--- config.mk ---
export PLATFORM = sky130hd
export DESIGN_NAME = rriot_bus_arb
export DESIGN_NICKNAME = d
export VERILOG_FILES = /design/src/rtl/rriot_bus_arb.sv
export SDC_FILE = /design/constraint.sdc
export NUM_CORES = 1
export LEC_CHECK = 0
export CORE_ASPECT_RATIO = 1.1
export CORE_MARGIN = 5
export CORE_UTILIZATION = 35
export DETAILED_ROUTE_END_ITERATION = 10
export PLACE_DENSITY = 0.74
export SYNTH_ARGS = -nofsm -noshare
export SYNTH_HDL_FRONTEND = slang
export SYNTH_SLANG_ARGS = --single-unit
export TNS_END_PERCENT = 100
--- constraint.sdc ---
create_clock -name phi2 -period 2.4 [get_ports phi2]
set_input_delay 0.48 -clock phi2 [delete_from_list [all_inputs] [get_ports phi2]]
set_output_delay 0.48 -clock phi2 [all_outputs]
set_load 0.02 [all_outputs]
--- src/rtl/rriot_bus_arb.sv ---
// rriot_bus_arb: two-master arbiter in front of the mcs6530 host bus port.
// The 6502 always wins; a DMA master uses CPU-free phi2 cycles to burst
// read or write the chip's RAM, I/O and timer space. The CPU path is purely
// combinational, so CPU cycles see no added latency.
module rriot_bus_arb (
  input  logic       phi2,
  input  logic       rst_n,
  input  logic       cpu_req,
  input  logic       cpu_we_n,
  input  logic       cpu_rs0,
  input  logic       cpu_cs1,
  input  logic [9:0] cpu_a,
  input  logic [7:0] cpu_di,
  input  logic       dma_start,
  input  logic       dma_we_n,
  input  logic [9:0] dma_base,
  input  logic [5:0] dma_len,
  input  logic [7:0] dma_wdata,
  input  logic       dma_wvalid,
  output logic       dma_wready,
  output logic [7:0] dma_rdata,
  output logic       dma_rvalid,
  output logic       dma_busy,
  output logic       dma_done,
  output logic       dma_err,
  output logic       we_n,
  output logic       RS0,
  output logic       CS1,
  output logic [9:0] A,
  output logic [7:0] DI,
  input  logic [7:0] DO,
  input  logic       OE,
  output logic       cpu_owned
);

  typedef enum logic [1:0] {
    S_IDLE  = 2'd0,
    S_ISSUE = 2'd1,
    S_CAPT  = 2'd2,
    S_DONE  = 2'd3
  } state_t;

  state_t      r_state;
  logic        r_we_n;   // latched burst direction: 1 = read
  logic [9:0]  r_addr;
  logic [6:0]  r_beats;  // remaining beats, 1..64
  logic        r_err;
  logic [7:0]  r_rdata;

  logic        w_wr_beat;
  logic        w_rd_issue;
  logic        w_capt;
  logic        w_drive;
  logic        w_last;
  logic [7:0]  w_beat_data;

  // Beat qualification: every DMA bus drive requires a CPU-free cycle.
  assign w_wr_beat   = (r_state == S_ISSUE) && !r_we_n && !cpu_req && dma_wvalid;
  assign w_rd_issue  = (r_state == S_ISSUE) &&  r_we_n && !cpu_req;
  assign w_capt      = (r_state == S_CAPT)  && !cpu_req;
  assign w_drive     = w_wr_beat || w_rd_issue || w_capt;
  assign w_last      = (r_beats == 7'd1);
  assign w_beat_data = OE ? DO : 8'h00;

  assign cpu_owned   = cpu_req;
  assign dma_wready  = w_wr_beat;
  assign dma_rvalid  = w_capt;
  // Captured data is presented in the capture cycle itself, then held.
  assign dma_rdata   = w_capt ? w_beat_data : r_rdata;
  // An unclaimed read flags the error in the same cycle as its rvalid.
  assign dma_err     = r_err || (w_capt && !OE);
  assign dma_busy    = (r_state == S_ISSUE) || (r_state == S_CAPT);
  assign dma_done    = (r_state == S_DONE);

  // Bus output mux: CPU passthrough, DMA beat, or deselected idle.
  always_comb begin
    // NOTE: every output gets a default first so no path can infer a latch.
    we_n = 1'b1;
    RS0  = 1'b1;
    CS1  = 1'b1;
    A    = 10'd0;
    DI   = 8'd0;
    if (cpu_req) begin
      we_n = cpu_we_n;
      RS0  = cpu_rs0;
      CS1  = cpu_cs1;
      A    = cpu_a;
      DI   = cpu_di;
    end else if (w_drive) begin
      we_n = r_we_n;
      RS0  = 1'b1;
      CS1  = 1'b0;
      A    = r_addr;
      DI   = dma_wdata;
    end
  end

  // Burst sequencer: latches the request, steps address/beat count per beat.
  always_ff @(posedge phi2) begin
    // NOTE: reset is sampled on the clock edge; state uses non-blocking
    // assignments so every branch reads the pre-edge register values.
    if (!rst_n) begin
      r_state <= S_IDLE;
      r_we_n  <= 1'b1;
      r_addr  <= 10'd0;
      r_beats <= 7'd0;
      r_err   <= 1'b0;
      r_rdata <= 8'h00;
    end else begin
      case (r_state)
        S_IDLE: begin
          if (dma_start) begin
            r_we_n  <= dma_we_n;
            r_addr  <= dma_base;
            r_beats <= (dma_len == 6'd0) ? 7'd64 : {1'b0, dma_len};
            r_err   <= 1'b0;
            r_state <= S_ISSUE;
          end
        end
        S_ISSUE: begin
          if (w_wr_beat) begin
            r_addr  <= r_addr + 10'd1;
            r_beats <= r_beats - 7'd1;
            r_state <= w_last ? S_DONE : S_ISSUE;
          end else if (w_rd_issue) begin
            r_state <= S_CAPT;
          end
        end
        S_CAPT: begin
          if (!cpu_req) begin
            r_rdata <= w_beat_data;
            if (!OE) r_err <= 1'b1;
            r_addr  <= r_addr + 10'd1;
            r_beats <= r_beats - 7'd1;
            r_state <= w_last ? S_DONE : S_ISSUE;
          end else begin
            // CPU stole the capture cycle: re-issue the same address.
            r_state <= S_ISSUE;
          end
        end
        S_DONE:  r_state <= S_IDLE;
        default: r_state <= S_IDLE;
      endcase
    end
  end

endmodule

==> impl_metrics.ini <==
[timing]
final_count_of_negative_setup_slack_endpoints = 0
timing.final.max_slew_violations = 0
max_freq_mhz = 439
final.setup_skew_ps = 9.73
layout_setup_ws_ps = 123
maxSlewHeadroom_pct = 49.5
hold_viol = 0
finalCritPeriodShare_pct = 94.9
setup_repair_after_global_routing_missed_its_margin = false
post-route-min-period_ps = 2280
worstMarginPinSlew_ps = 756

[synth]
yosys-top-cells-count = nand2_1 (37), a21oi_1 (36), dfxtp_1 (29)
area_fraction_of_the_dominant_cell_type_after_synthesis_pct = 29.0
avgSynthCellArea_um2 = 7.82
synth_cell_type_count = 49
synth_seq_cells = 29
ys_async_sr_fraction_pct = 0
synth.area.top_cells = dfxtp_1 (29%), a21oi_1 (9.0%), a22o_1 (7.9%)
yosysMostFrequentCell = nand2_1
post-synth-top-area-cell = dfxtp_1
synth_nets = 326
netlist_area_mm2 = 0.00200
synth.yosys.warnings = 0
synth_edf_count = 0
postSynth.topFlopCell = dfxtp_1
synth_sequential_area_ratio_pct = 29.0
syn-instance-count = 256

[global_route]
number_of_global_route_vias_before_repair = 2316
number_of_antenna_violations_at_the_first_check_in_global_routing = 0
grt_start_max_net_pins = 23
groute.usage.overall_pct = 18.9
global_route_wire_length_before_repair_um = 10900
globalRoute.totalOverflow = 0

[finish]
nets = 437
finalInstanceArea_mm2 = 0.00312
final_cell_count_no_fill = 443
area_growth_syn_to_layout_pct = 55.7
layout-drive-gt1-share_pct = 20.9
antennaDiodeCount = 0
final_core_utilization_pct = 57.0

[placement]
gp_congestion = 0.835
place.port_buffers = 94
pre_cts_ws_ps = -290
placed_cell_area_mm2 = 0.00316
numPlacedInstances = 435
place.detailed.hpwl_um = 5090

[detailed_routing]
wirelength_um = 6660
drt_pass1_iterations = 4
drt_iter0_markers = 54
detail-route-antenna-nets = 0
via_count = 2346
post-route-drc-count = 0
drt-vias-per-instance = 5.30
avgRoutedWirePerCell_um = 15.0

[status]
run_status = completed

[power_and_ir_drop]
seq_power_share_pct = 28.7
switching_portion_of_total_power_pct = 45.0
cellPowerDensity_mw_per_mm2 = 904
net-switching-power_mw = 1.27
power.ir.vdd_worst_v = 0.000433
combPwrFrac_pct = 57.0
internal_power_mw = 1.55
static-leakage-power_nw = 1.32
clock_power_share_pct = 14.3

[clocking]
cts_resized = 36
clock_sinks = 29
cts_tree = built
cts.repair_timing.setup_buffer_count = 0
cts_buffer_depth = 2
cts.clk_slew.worst_paths_ps = 70
clockRootBuffer = clkbuf_8
tritoncts.num_buffers = 5
h-tree-depth = 2
clock_insertion_delay_worst_skew_ps = 290
cts_stage_hold_buffer_count = 0

[setup_path]
worstSetupStartpointType = input pin
worst-endpoint-required_ps = 1920
worstPathCellList = clkdlybuf4s50_1 -> buf_4 -> and4bb_4 -> dlygate4sd2_1
timing_worst_setup_path_type = input pin to output port
timing.critical_path.slowest_cell_delay_ps = 480
worst_ep_arrival_time_ps = 1800
cp-end-kind = output port
reg2regPathDepth = 7
critPathSlowestCell = clkdlybuf4s50_1
worst-path-max-fanout = 4

[min_path]
worst_hold_path.num_cells = 2
hold_path.class = flop to flop

[floorplan]
fp.coreArea_mm2 = 0.00547
die_h_um = 89.3
fp.dieArea_mm2 = 0.00733
row_count = 28
floorplan.io_pins = 95
dieWidth_um = 82.1
initial_core_util_pct = 36.6

[run]
cap_viol_max_count = 0
[path summary, 6_finish.rpt]
kind                    from          to  slack [ps]
setup / recovery     cpu_req  dma_wready         120
hold / removal    r_rdata[4]  r_rdata[4]         460
setup reg to reg  r_state[0]  r_beats[6]         320
hold reg to reg   r_rdata[4]  r_rdata[4]         460
[per-layer routing]
layer / track usage, % / part of all wire, %
met2: 33.6 / 51
met5: 0 / 0
met1: 23.1 / 43
met3: 4.03 / 5.0
met4: 4.83 / 0.80
[metrics by stage]
step                      power, mW  hold slack, ps  TNS (ps)
final                          2.82             460         0
after global routing           3.03             498         0
after CTS                      2.82             465         0
after detailed placement       2.45             454     -7650
after global placement         2.40             449     -6780
after floorplan                1.84             440         0
[layout make-up]
class                      count  area [um^2]
multi-input combinational    196         1280
fill                         557         2350
sequential                    29          583
clock buffer                   5         68.8
timing repair buffer         123         1030
tap                           75         93.8
inverter                      12         47.5
clock inverter                 3         17.5
[flip-flops by register name, summed over array words and instances (netlist names)]
name	cells
r_rdata	8
r_err	1
r_we_n	1
r_beats	7
r_state	2
r_addr	10
[power by group through the flow]
| stage | clock network (mW) | logic [mW] | registers [mW] |
|---|---|---|---|
| 2_1_floorplan | 0 | 1.09 | 0.753 |
| 3_3_place_gp | 0 | 1.60 | 0.807 |
| 6_report | 0.402 | 1.61 | 0.808 |
| 3_5_place_dp | 0 | 1.64 | 0.811 |
| 5_1_grt | 0.431 | 1.77 | 0.832 |
| 4_1_cts | 0.410 | 1.61 | 0.801 |
[placed cells by master (no fill, tap or decap), drive strengths merged, types with 3 or more instances in the layout]
cell | synthesis | routed
a21o | 4 | 4
a21oi | 37 | 37
a22o | 18 | 18
buf | 5 | 29
clkbuf | 14 | 31
clkdlybuf4s50 | 0 | 60
dfxtp | 29 | 29
dlygate4sd2 | 0 | 7
ha | 10 | 10
inv | 12 | 12
nand2 | 37 | 37
nand2b | 3 | 3
nand3 | 21 | 21
nor2 | 11 | 11
nor3 | 6 | 6
nor4 | 4 | 4
o211ai | 6 | 6
o21a | 3 | 3
o21ai | 4 | 4
o32ai | 4 | 4
[worst max-delay path, delay by kind of cell]
family	cells	cell delay, ps
buf+inv	3	990
simple gates	1	320
[cell families after synthesis]
group	Yosys count	share of synthesized area (%)
flip-flops	29	29.0
adder cells (fa/ha/maj)	10	6.25
buffers and inverters	31	7.13
AND/OR/NAND/NOR	91	22.6
AO/OA/AOI/OAI	93	33.9
multiplexers	2	1.06
Note: power is estimated with default switching activity, not from simulation.
